===== src/rtl/approx_dot_pkg.sv =====
// Shared types and constants for the approximate dot-product accumulator.
// Contents: FSM state enum, operand/product widths, the S1 pipeline payload
// struct and a pure reference function for the approx_5 product.
package approx_dot_pkg;

  localparam int unsigned OPND_W = 4;
  localparam int unsigned PROD_W = 8;

  typedef enum logic [1:0] {
    ST_ACCUM = 2'd0,
    ST_DRAIN = 2'd1,
    ST_DONE  = 2'd2
  } state_e;

  // Product stage payload: registered product plus beat qualifiers.
  typedef struct packed {
    logic              valid;
    logic              last;
    logic [PROD_W-1:0] prod;
  } s1_t;

  // 2x2 approximate block: drops a0&b0 and folds a1&b0 into the LSB.
  function automatic logic [2:0] approx_mul2(input logic [1:0] a, input logic [1:0] b);
    return {a[1] & b[1], (a[0] & b[1]) | (a[1] & b[0]), a[1] & b[0]};
  endfunction

  // 4x4 approximate product built from four 2x2 blocks.
  function automatic logic [PROD_W-1:0] approx_mul4(input logic [OPND_W-1:0] x,
                                                    input logic [OPND_W-1:0] y);
    return PROD_W'(approx_mul2(x[1:0], y[1:0]))
         + (PROD_W'(approx_mul2(x[1:0], y[3:2])) << 2)
         + (PROD_W'(approx_mul2(x[3:2], y[1:0])) << 2)
         + (PROD_W'(approx_mul2(x[3:2], y[3:2])) << 4);
  endfunction

endpackage


===== src/rtl/approx_dot_acc_if.sv =====
// Operand-beat and result handshake bundle for approx_dot_acc.
// master: upstream/downstream side (drives beats and out_ready).
// slave : the accumulator (drives in_ready and the result).
interface approx_dot_acc_if #(
  parameter int unsigned ACC_W = 16,
  parameter int unsigned CNT_W = 9
);
  logic             in_valid;
  logic             in_ready;
  logic [3:0]       in_a;
  logic [3:0]       in_b;
  logic             in_last;
  logic             out_valid;
  logic             out_ready;
  logic [ACC_W-1:0] out_sum;
  logic [CNT_W-1:0] out_count;
  logic             out_ovf;

  modport master (
    output in_valid, in_a, in_b, in_last, out_ready,
    input  in_ready, out_valid, out_sum, out_count, out_ovf
  );

  modport slave (
    input  in_valid, in_a, in_b, in_last, out_ready,
    output in_ready, out_valid, out_sum, out_count, out_ovf
  );
endinterface


===== src/rtl/approx_5.sv =====
// approx_5: combinational 4x4 approximate multiplier from four 2x2 blocks.
// Ports: x_i, y_i (4-bit operands), prod_c (8-bit approximate product).
module approx_5
  import approx_dot_pkg::*;
(
  input  logic [OPND_W-1:0] x_i,
  input  logic [OPND_W-1:0] y_i,
  output logic [PROD_W-1:0] prod_c
);

  // blk[2*i+j] = block of x half i times y half j
  logic [3:0][2:0] blk;

  for (genvar gi = 0; gi < 2; gi++) begin : g_x
    for (genvar gj = 0; gj < 2; gj++) begin : g_y
      logic [1:0] xs;
      logic [1:0] ys;
      assign xs = x_i[2*gi +: 2];
      assign ys = y_i[2*gj +: 2];
      assign blk[2*gi+gj] = {xs[1] & ys[1], (xs[0] & ys[1]) | (xs[1] & ys[0]), xs[1] & ys[0]};
    end
  end

  assign prod_c = PROD_W'(blk[0])
                + (PROD_W'(blk[1]) << 2)
                + (PROD_W'(blk[2]) << 2)
                + (PROD_W'(blk[3]) << 4);

endmodule


===== src/rtl/approx_dot_acc.sv =====
// approx_dot_acc: streaming approximate dot-product accumulator.
// Each accepted beat is multiplied by approx_5 (S1 register), then added into
// the accumulator (S2). One result per vector, ended by in_last or MAX_LEN.
// Ports: clk, rst (sync active-high), dot_s (approx_dot_acc_if.slave).
// Build option: APPROX_DOT_SAT_EN -- saturate the accumulator on overflow
// instead of wrapping; out_ovf is reported either way.
module approx_dot_acc
  import approx_dot_pkg::*;
#(
  parameter int unsigned ACC_W   = 16,
  parameter int unsigned MAX_LEN = 256,
  parameter int unsigned CNT_W   = $clog2(MAX_LEN + 1)
) (
  input  logic             clk,
  input  logic             rst,
  approx_dot_acc_if.slave  dot_s
);

  localparam int unsigned SUM_W = ACC_W + 1;

  localparam logic [1:0] S_ACCUM = ST_ACCUM;
  localparam logic [1:0] S_DRAIN = ST_DRAIN;
  localparam logic [1:0] S_DONE  = ST_DONE;

  localparam logic [CNT_W-1:0] LEN_MAX = CNT_W'(MAX_LEN);

  logic [1:0]       state_q,     state_d;
  s1_t              s1_q,        s1_d;
  logic [ACC_W-1:0] acc_q,       acc_d;
  logic [CNT_W-1:0] cnt_q,       cnt_d;
  logic             ovf_q,       ovf_d;
  logic             out_valid_q, out_valid_d;
  logic             in_ready_q,  in_ready_d;

  logic [PROD_W-1:0] prod_c;
  logic              accept_c;
  logic              beat_end_c;
  logic [SUM_W-1:0]  sum_c;

  approx_5 u_mul (
    .x_i    (dot_s.in_a),
    .y_i    (dot_s.in_b),
    .prod_c (prod_c)
  );

  assign accept_c   = in_ready_q & dot_s.in_valid;
  // Vector ends on an explicit last or when the beat count reaches MAX_LEN.
  assign beat_end_c = dot_s.in_last | ((cnt_q + CNT_W'(1)) == LEN_MAX);
  // Extra MSB captures the carry out of the accumulator.
  assign sum_c      = {1'b0, acc_q} + SUM_W'(s1_q.prod);

  // Next-state, pipeline and accumulator update.
  always_comb begin
    state_d     = state_q;
    s1_d        = '0;
    acc_d       = acc_q;
    cnt_d       = cnt_q;
    ovf_d       = ovf_q;
    out_valid_d = out_valid_q;

    s1_d.valid = accept_c;
    s1_d.last  = accept_c & beat_end_c;
    s1_d.prod  = prod_c;

    if (accept_c) begin
      cnt_d = cnt_q + CNT_W'(1);
    end

    if (s1_q.valid) begin
      if (sum_c[ACC_W]) begin
        ovf_d = 1'b1;
      end
`ifdef APPROX_DOT_SAT_EN
      // Once clamped, stay at full scale for the rest of the vector.
      if (ovf_q || sum_c[ACC_W]) begin
        acc_d = '1;
      end else begin
        acc_d = sum_c[ACC_W-1:0];
      end
`else
      acc_d = sum_c[ACC_W-1:0];
`endif
    end

    case (state_q)
      S_ACCUM: begin
        if (accept_c && beat_end_c) begin
          state_d = S_DRAIN;
        end
      end
      S_DRAIN: begin
        // The final add lands this cycle, so the result is ready next cycle.
        if (s1_q.valid && s1_q.last) begin
          state_d     = S_DONE;
          out_valid_d = 1'b1;
        end
      end
      S_DONE: begin
        if (dot_s.out_ready) begin
          state_d     = S_ACCUM;
          out_valid_d = 1'b0;
          acc_d       = '0;
          cnt_d       = '0;
          ovf_d       = 1'b0;
        end
      end
      default: begin
        state_d     = S_ACCUM;
        out_valid_d = 1'b0;
      end
    endcase

    in_ready_d = (state_d == S_ACCUM);
  end

  // State register.
  always_ff @(posedge clk) begin
    if (rst) begin
      state_q     <= S_ACCUM;
      s1_q        <= '0;
      acc_q       <= '0;
      cnt_q       <= '0;
      ovf_q       <= 1'b0;
      out_valid_q <= 1'b0;
      in_ready_q  <= 1'b1;
    end else begin
      state_q     <= state_d;
      s1_q        <= s1_d;
      acc_q       <= acc_d;
      cnt_q       <= cnt_d;
      ovf_q       <= ovf_d;
      out_valid_q <= out_valid_d;
      in_ready_q  <= in_ready_d;
    end
  end

  assign dot_s.in_ready  = in_ready_q;
  assign dot_s.out_valid = out_valid_q;
  assign dot_s.out_sum   = acc_q;
  assign dot_s.out_count = cnt_q;
  assign dot_s.out_ovf   = ovf_q;

endmodule


===== src/flat_wrapper.sv =====
// flat-port wrapper written by rule: the top's interface ports become plain ports
module approx_dot_acc_flat import approx_dot_pkg::*;
#(
  parameter int unsigned ACC_W   = 16,
  parameter int unsigned MAX_LEN = 256,
  parameter int unsigned CNT_W   = $clog2(MAX_LEN + 1)
)
  (clk, rst, dot_s_in_valid, dot_s_in_a, dot_s_in_b, dot_s_in_last, dot_s_out_ready, dot_s_in_ready, dot_s_out_valid, dot_s_out_sum, dot_s_out_count, dot_s_out_ovf);
  approx_dot_acc_if #(.ACC_W(ACC_W), .CNT_W(CNT_W)) dot_s_i ();
  input  logic clk;
  input  logic rst;
  input wire logic [$bits(dot_s_i.in_valid)-1:0] dot_s_in_valid;
  input wire logic [$bits(dot_s_i.in_a)-1:0] dot_s_in_a;
  input wire logic [$bits(dot_s_i.in_b)-1:0] dot_s_in_b;
  input wire logic [$bits(dot_s_i.in_last)-1:0] dot_s_in_last;
  input wire logic [$bits(dot_s_i.out_ready)-1:0] dot_s_out_ready;
  output wire logic [$bits(dot_s_i.in_ready)-1:0] dot_s_in_ready;
  output wire logic [$bits(dot_s_i.out_valid)-1:0] dot_s_out_valid;
  output wire logic [$bits(dot_s_i.out_sum)-1:0] dot_s_out_sum;
  output wire logic [$bits(dot_s_i.out_count)-1:0] dot_s_out_count;
  output wire logic [$bits(dot_s_i.out_ovf)-1:0] dot_s_out_ovf;
  assign dot_s_i.in_valid = dot_s_in_valid;
  assign dot_s_i.in_a = dot_s_in_a;
  assign dot_s_i.in_b = dot_s_in_b;
  assign dot_s_i.in_last = dot_s_in_last;
  assign dot_s_i.out_ready = dot_s_out_ready;
  assign dot_s_in_ready = dot_s_i.in_ready;
  assign dot_s_out_valid = dot_s_i.out_valid;
  assign dot_s_out_sum = dot_s_i.out_sum;
  assign dot_s_out_count = dot_s_i.out_count;
  assign dot_s_out_ovf = dot_s_i.out_ovf;
  approx_dot_acc #(.ACC_W(ACC_W), .MAX_LEN(MAX_LEN), .CNT_W(CNT_W)) u_core (.clk(clk), .rst(rst), .dot_s(dot_s_i));
endmodule

===== config.mk =====
export PLATFORM = sky130hd
export DESIGN_NAME = approx_dot_acc_flat
export DESIGN_NICKNAME = d
export VERILOG_FILES = /design/src/rtl/approx_dot_pkg.sv /design/src/rtl/approx_dot_acc_if.sv /design/src/rtl/approx_5.sv /design/src/rtl/approx_dot_acc.sv /design/src/flat_wrapper.sv
export SDC_FILE = /design/constraint.sdc
export NUM_CORES = 1
export LEC_CHECK = 0
export CORE_MARGIN = 2
export CORE_UTILIZATION = 56
export CTS_CLUSTER_SIZE = 10
export DETAILED_ROUTE_END_ITERATION = 7
export GPL_ROUTABILITY_DRIVEN = 0
export HOLD_SLACK_MARGIN = 0.12
export PLACE_DENSITY = 0.84
export SLEW_MARGIN = 20
export SYNTH_ARGS = -nofsm -noshare
export SYNTH_HDL_FRONTEND = slang
export SYNTH_SLANG_ARGS = --single-unit

===== constraint.sdc =====
create_clock -name clk -period 7.55 [get_ports clk]
set_input_delay 1.1325 -clock clk [delete_from_list [all_inputs] [get_ports clk]]
set_output_delay 1.1325 -clock clk [all_outputs]
set_load 0.005 [all_outputs]

==> flow_results.org, run 1 <==
** STA
- Setup violations remaining at the end of the flow were counted as 0.
- For this run, the top clock speed supported by timing is 0.279 GHz.
- Period utilization :: 47.4%
- Min setup slack post-route :: roughly 4.0 ns
- Count of endpoints failing hold in the final timing report :: 0
- In the final timing run, aggregate negative setup slack is 0 ns.
- Post-route minimum period :: around 3.6 ns
- Clock Skew :: about 0.0045 ns
- For the pin with the worst max-slew slack, the measured transition is between 0.9 and 1 ns.
- The final count of pins violating max slew came to 0.
- Headroom to the max-slew limit :: roughly a third
- WHS :: between 0.4 and 0.5 ns
- Setup repair after global routing left no endpoint under its margin.

** Worst setup path
- The worst register-to-register path begins at u_core.dot_s.out_sum[0].
- Crit path capture type :: register
- STA puts the critical path data required time at between 7 and 8 ns.
- CP arrival :: 3.74 ns
- STA classifies the critical path startpoint as a primary input.
- WS Path Type :: primary input to register
- Startpoint of the worst setup timing path :: dot_s_in_a[1]
- Highest fanout seen on the critical path :: 4

** Synth
- During synthesis, Yosys emitted a total of 0 warnings.
- Gate count after technology mapping :: 266
- Counting every net in the synthesized netlist gives 299.
- For this run, the register share of the synthesized area comes to 35.0%.
- The number of different library cells used by synthesis comes to between 40 and 50.
- By area the synthesized netlist is led by sky130_fd_sc_hd__dfxtp_1 35%, sky130_fd_sc_hd__ha_1 8.8%, sky130_fd_sc_hd__nand2_1 4.9%.
- Number of enable flip-flop cells after synthesis :: 0
- Most used DFF post-synth :: sky130_fd_sc_hd__dfxtp_1
- Post-synthesis average cell area :: 8.59 µm²
- Top cell type's share of synthesized area :: roughly a third
- In this run the cell area of the synthesized design comes to 2280 µm².
- Biggest area consumer among synthesized cells :: sky130_fd_sc_hd__dfxtp_1
- After synthesis, the share of flip-flops with an asynchronous set or reset is 0%.
- Flip-flop and latch count after synthesis :: 40

** Floorplanning
- Starting Density :: 57.5%
- Die Span Y :: 67.9 µm
- 41 I/O pins were placed.
- Placeable Area :: about 4000 µm²
- The die is 67.9 µm wide.
- Num rows :: 23
- DIE AREA :: 4610 µm²

** Clock network
- At the later pin of the worst-skew pair, clock insertion delay measures 0.29 ns.
- Hold-fix buffer count after cts :: 0
- CTS H-tree depth :: 2
- TritonCTS built the clock tree.
- After clock tree synthesis, the clock-pin slew on the worst setup and hold paths is roughly 0.070 ns.
- In this run, post-CTS repair resized a total of 0 instances.
- The clock passes through at most 2 buffers.
- TritonCTS buffer count :: 5
- The tree built by TritonCTS fans out to 40 sinks.
- Cell at the root of the clock tree :: sky130_fd_sc_hd__clkbuf_8
- Buffers added to address setup during post-CTS repair amount to 0.

** Cells and area
- The post-route netlist has 4.93% of its cells at a drive strength greater than 1.
- Area occupied by multi-input gates :: 1390 µm²
- Area growth, synth to finish :: 22.2%
- After filler insertion, the fill cell instance count of the layout stands at 322.
- Area taken by flip-flops and latches :: 801 µm²
- Diodes inserted :: 0
- Final-stage net count :: 336

** Worst hold path
- Start point of the worst hold path :: u_core.dot_s.out_valid
- In this run the worst hold path is classified as register to register.

** Job
- Max-cap violations in this run came to 0.

** Placement
- OpenSTA, run right after detailed placement, puts the worst setup slack at about 3.6 ns.
- Detail Placement HPWL :: 3430 µm
- Quantity of I/O buffers inserted on ports :: 40

** Run status
- The flow ran to the end, and the final reports show no timing, DRC or antenna violations.

** Power
- Maximum vdd drop :: 0.000125 V
- Leakage :: roughly 0.0012 µW
- Power per standard cell area :: 160 nW/µm²

** Detailed routing
- Via count normalized by instance count :: 5.52
- Starting DRC count in detailed routing :: 101
- Detailed routing inserted a total of about 2000 vias.
- Dividing the detail-routed wire length by the instance count gives roughly 13 µm.
- After detailed routing, the number of remaining DRC violations is 0.
- In this run the remaining antenna-violating nets after routing total 0.
- The first TritonRoute pass finished after 4 iterations.
- Total wirelength of the detailed-routed design :: 4640 µm

** Global route
- Global routing finished with a remaining overflow of 0.
- The number of global-route vias before repair is 1794.
- The first global-routing pass estimated approximately 7900 µm of wire.
- Entering global routing, the biggest net connects 29 pins.
- Antenna violations before repair :: 0
- Overall fraction of global-route tracks in use :: 22.7%
-- cell families after synthesis --
| kind of cell | after synthesis | synth area share (%) |
|---|---|---|
| AO/OA/AOI/OAI | 47 | 14.1 |
| XOR/XNOR | 19 | 7.28 |
| adder cells (fa/ha/maj) | 20 | 12.3 |
| buffers and inverters | 23 | 4.11 |
| flip-flops | 40 | 35.0 |
| multiplexers | 6 | 2.85 |
| AND/OR/NAND/NOR | 111 | 24.3 |
-- cell usage in the layout (no fill, tap or decap), types with 2 or more instances in the layout --
cell / n
sky130_fd_sc_hd__nor3b_1: 2
sky130_fd_sc_hd__clkbuf_1: 2
sky130_fd_sc_hd__a41o_1: 2
sky130_fd_sc_hd__clkbuf_8: 6
sky130_fd_sc_hd__xor2_1: 11
sky130_fd_sc_hd__nand3_1: 9
sky130_fd_sc_hd__a211oi_1: 4
sky130_fd_sc_hd__ha_1: 16
sky130_fd_sc_hd__nand2_1: 30
sky130_fd_sc_hd__a211o_1: 2
sky130_fd_sc_hd__a31oi_1: 4
sky130_fd_sc_hd__dfxtp_1: 40
sky130_fd_sc_hd__mux2i_1: 5
sky130_fd_sc_hd__nor3_1: 2
sky130_fd_sc_hd__nor2b_1: 6
sky130_fd_sc_hd__clkdlybuf4s50_1: 40
sky130_fd_sc_hd__nand2b_1: 3
sky130_fd_sc_hd__nand4_1: 6
sky130_fd_sc_hd__and3_1: 7
sky130_fd_sc_hd__o211ai_1: 2
sky130_fd_sc_hd__and2_1: 6
sky130_fd_sc_hd__fa_1: 4
sky130_fd_sc_hd__o21ai_0: 5
sky130_fd_sc_hd__nor2_1: 30
sky130_fd_sc_hd__a21o_1: 4
sky130_fd_sc_hd__xnor2_1: 8
sky130_fd_sc_hd__inv_1: 13
sky130_fd_sc_hd__a21oi_1: 15
-- report_power, final --
group | internal (µW) | total, µW | switching (µW)
sequential | 220 | 229 | 8.71
combinational | 35.8 | 72.4 | 36.7
clock | 74.5 | 146 | 71.3
-- critical path, stage by stage --
cell and delay, ns:
sky130_fd_sc_hd__clkdlybuf4s50_1 0.51, sky130_fd_sc_hd__nand2_1 0.11, sky130_fd_sc_hd__fa_1 0.43, sky130_fd_sc_hd__inv_1 0.06, sky130_fd_sc_hd__ha_1 0.16, sky130_fd_sc_hd__inv_1 0.06, sky130_fd_sc_hd__fa_1 0.37, sky130_fd_sc_hd__xnor2_1 0.21
sky130_fd_sc_hd__inv_1 0.09, sky130_fd_sc_hd__fa_1 0.40, sky130_fd_sc_hd__xor2_1 0.15, sky130_fd_sc_hd__nor2_1 0.05
-- cell usage after synthesis, drive strengths merged (7+ instances only) --
master and n:
a21oi 15, and3 7, dfxtp 40, ha 16
inv 13, nand2 30, nand3 9, nand4 7
nor2 31, xnor2 8, xor2 11
-- through the flow --
stage               total power (µW)  cells  cell area (µm²)  util, %
global route                     470    354             2790     70.3
detailed placement               306    346             2700     68.1
CTS                              450    354             2790     70.3
finish                           447    354             2790     70.3
floorplan                        280    266             2280        -
global placement                 303    346             2700     68.1
-- layer usage --
layer	vias up	track usage [%]	wire length, µm	part of all wire [%]
met1	918	29.1	2180	47
met3	5	5.59	185	4.0
met4	0	6.75	70	1.5
met5	-	0	0	0
li1	999	-	-	-
met2	33	37.7	2200	47
-- worst paths after layout --
kind,to,slack [ns],cells after the start
min,u_core.dot_s.out_valid,0.48,2
max reg2reg,u_core.dot_s.out_sum[12],5.47,7
min reg2reg,u_core.dot_s.out_valid,0.48,2
max,u_core.s1_q[6],3.97,12
-- layout make-up --
class	count	area share (%)
clock buffer	8	3.23
timing repair buffer	40	14.3
sequential	40	28.7
multi-input combinational	203	49.8
tap	50	2.24
inverter	13	1.75
-- registers in the layout, indices dropped and copies added (netlist names) --
name and cells:
u_core.dot_s.in_ready 1, u_core.dot_s.out_count 9, u_core.dot_s.out_ovf 1, u_core.dot_s.out_sum 16, u_core.dot_s.out_valid 1, u_core.s1_q 10, u_core.state_q 2
Power figures use the tool's default switching activity.
==> run 2, diff against run 1 <==
--- a/config.mk
+++ b/config.mk
@@ -6,12 +6,12 @@
 export NUM_CORES = 1
 export LEC_CHECK = 0
 export CORE_MARGIN = 2
-export CORE_UTILIZATION = 56
+export CORE_UTILIZATION = 52
 export CTS_CLUSTER_SIZE = 10
 export DETAILED_ROUTE_END_ITERATION = 7
 export GPL_ROUTABILITY_DRIVEN = 0
 export HOLD_SLACK_MARGIN = 0.12
-export PLACE_DENSITY = 0.84
+export PLACE_DENSITY = 0.79
 export SLEW_MARGIN = 20
 export SYNTH_ARGS = -nofsm -noshare
 export SYNTH_HDL_FRONTEND = slang
==> constraint.sdc (replaced) <==
create_clock -name clk -period 3.3 [get_ports clk]
set_input_delay 0.495 -clock clk [delete_from_list [all_inputs] [get_ports clk]]
set_output_delay 0.495 -clock clk [all_outputs]
set_load 0.005 [all_outputs]
==> flow_results.org, run 2 (same netlist as run 1, synthesis figures left out) <==
** Run status
- The run finished with clean final reports.

** Power
- Maximum vdd drop :: 0.000210 V
- The internal power of the cells totals 756 µW.
- Net switching fraction of the power :: 26.8%
- Leakage :: 0.00118 µW
- The share of total power dissipated in the clock network is 33.1%.
- Power per standard cell area :: 366 nW/µm²
- The share of total power dissipated in sequential elements is roughly 50%.
- Proportion of power drawn by combinational gates :: roughly 17%
- Power dissipated by switching net loads :: 277 µW

** Cells and area
- Cells with a size suffix above 1 make up 6.51% of the layout.
- The final layout contains roughly 340 nets.
- Area taken by flip-flops and latches :: 801 µm²
- The register with the most flip-flops in the layout has 16 of them.
- Area of all placed cells without fillers :: between 2000 and 3000 µm²
- Diodes inserted :: 0
- Area growth, synth to finish :: 23.7%
- After filler insertion, the fill cell instance count of the layout stands at 351.
- In the layout the commonest cells are 40 x sky130_fd_sc_hd__clkdlybuf4s50_1, 40 x sky130_fd_sc_hd__dfxtp_1, 30 x sky130_fd_sc_hd__nand2_1, 30 x sky130_fd_sc_hd__nor2_1, 16 x sky130_fd_sc_hd__ha_1.
- The multi-input combinational cells in the finished layout cover a total of 1390 µm².

** Global route
- Number of global-route vias before repair :: 1806
- Maximum number of pins on one net before global-route repair :: 21
- Global routing used between 15 and 20% of the available tracks.
- For this run the aggregate overflow at the end of global routing stands at 0.
- Antenna violations before repair :: 0
- The first global-routing pass estimated ~8000 µm of wire.

** Worst setup path
- Crit path capture type :: register
- Total number of cells along the worst setup path :: 12
- In this design, the largest share of critical-path delay is due to adder cells.
- The slowest stage of the critical path is the sky130_fd_sc_hd__clkdlybuf4s50_1 cell.
- The number of buffers and inverters on the critical path is 4.
- The critical path goes through clkdlybuf4s50_1 > nand2_1 > fa_1 > inv_1 > ha_1 > inv_1 > fa_1 > xnor2_1 > inv_1 > fa_1 > xor2_1 > nor2_1.
- CP arrival :: between 3 and 4 ns
- Counting cells, the worst reg-to-reg path comes to 7.
- Setup slack of the worst register-to-register path :: 1.30 ns
- The setup path with the least slack is of type primary input to register.
- Worst path max stage delay :: roughly 0.53 ns
- Startpoint type of the worst setup path :: primary input
- Along the worst path, the maximum fanout reaches 4.
- Worst EP required :: approximately 3.5 ns

** Placement
- Post-DP Area :: around 2700 µm²
- Buffers placed on the I/O ports in this run total 40.
- Detail Placement HPWL :: between 3000 and 4000 µm
- Prior to clock tree synthesis, the placed netlist has a worst setup slack of 0.0587 ns.

** Floorplanning
- From left edge to right edge, the die measures approximately 70 µm.
- The floorplan has 24 rows.
- In this run the standard cell core region covers 4290 µm².
- Once the floorplan was initialized, standard cells occupied between 50% and 60% of the core.
- Die Span Y :: 70.3 µm
- Number of primary I/O pins :: 41
- DIE AREA :: about 4900 µm²

** STA
- The final count of pins violating max slew was 0.
- Post-route minimum period :: 2.97 ns
- Period utilization :: around nine tenths
- The worst pin sits at a relative slew slack of 61.2%.
- Clock Skew :: 0.00763 ns
- At the pin with the least slew margin, the transition time is roughly 0.58 ns.
- Count of endpoints failing hold in the final timing report :: 0
- Peak clock frequency supported by timing :: between 0.3 and 0.4 GHz
- Setup repair after global routing left no endpoint under its margin.
- Setup violations remaining at the end of the flow were counted as 0.
- Once routing completed, OpenROAD measured the worst setup slack at 0.330 ns.
- The tightest hold path in the finished design has a slack of between 0.4 and 0.5 ns.
- Setup TNS Final :: 0 ns

** Worst hold path
- The worst hold path passes through 2 cells.
- The tightest min-delay check is of the register to register type.

** Clock network
- Cell at the root of the clock tree :: sky130_fd_sc_hd__clkbuf_8
- TritonCTS buffer count :: 5
- CTS built an H-tree with a depth of 2.
- Once the clock tree was built, the setup fixing pass inserted 0 buffers.
- Clock latency on the worst-skew pair, taken at its later pin, is 0.29 ns.
- TritonCTS built the clock tree.
- Clock Pin Slew Worst Setup and Hold Paths :: 0.08 ns
- TritonCTS Sinks :: 40
- Hold-fix buffer count after cts :: 0
- Gates resized during post-CTS repair numbered 0.
- Counting along the longest clock path gives a buffer depth of 2.

** Detailed routing
- In the final routed layout, each cell accounts on average for 12.8 µm.
- In this run the remaining antenna-violating nets after routing total 0.
- TritonRoute pass-1 iters :: 4
- After detailed routing, the number of remaining DRC violations is 0.
- Dividing the detail-routed via count by the number of cells gives 5.40.
- Detailed routing inserted a total of ~1900 vias.
- For this block, the initial DRC count from the detailed router was 96.
- After detailed routing, the total wire length is approximately 4600 µm.

** Job
- The tool flagged a number of max-cap violations equal to 0.
[run 2: path summary, 6_finish.rpt]
kind,startpoint,end
setup / recovery,dot_s_in_a[1],u_core.s1_q[6]
hold / removal,u_core.dot_s.out_valid,u_core.dot_s.out_valid
setup reg to reg,u_core.dot_s.out_sum[0],u_core.dot_s.out_sum[14]
hold reg to reg,u_core.dot_s.out_valid,u_core.dot_s.out_valid
[run 2: power groups by stage]
stage | Clock, µW | Combinational (µW) | Sequential, µW
2_1_floorplan | 0 | 113 | 527
6_report | 342 | 173 | 519
5_1_grt | 369 | 196 | 522
4_1_cts | 352 | 174 | 519
3_5_place_dp | 0 | 171 | 530
3_3_place_gp | 0 | 166 | 530
[run 2: layer usage]
metal / vias to the layer above / share of wire, % / GRT usage (%)
met5: - / 0 / 0
met4: 0 / 1.6 / 7.91
met3: 7 / 3.8 / 3.75
met2: 39 / 46 / 31.3
met1: 886 / 48 / 26.6
li1: 1006 / - / -
[run 2: layout make-up]
class,instances,area share (%)
clock buffers,6,2.92
inverters,13,1.73
repair buffers,43,15.0
well taps,52,2.30
multi-input cells,203,49.2
flip-flops and latches,40,28.3
clock inverters,2,0.531
[run 2: worst register-to-register path: cells and delay by family (launching register included)]
kind                       cells  cell delay [ns]
xor gates and xnor gates       1             0.16
AOI/OAI and AO/OA              2             0.53
adders and majority gates      2             0.64
and+or+nand+nor                2             0.24
DFF                            1             0.33
[run 2: metrics by stage]
step / std cells / power (µW) / utilization [%]
floorplan: 266 / 640 / -
global placement: 351 / 696 / 63.5
detailed placement: 351 / 701 / 63.5
CTS: 359 / 1040 / 65.8
global route: 359 / 1090 / 65.8
finish: 359 / 1030 / 65.8
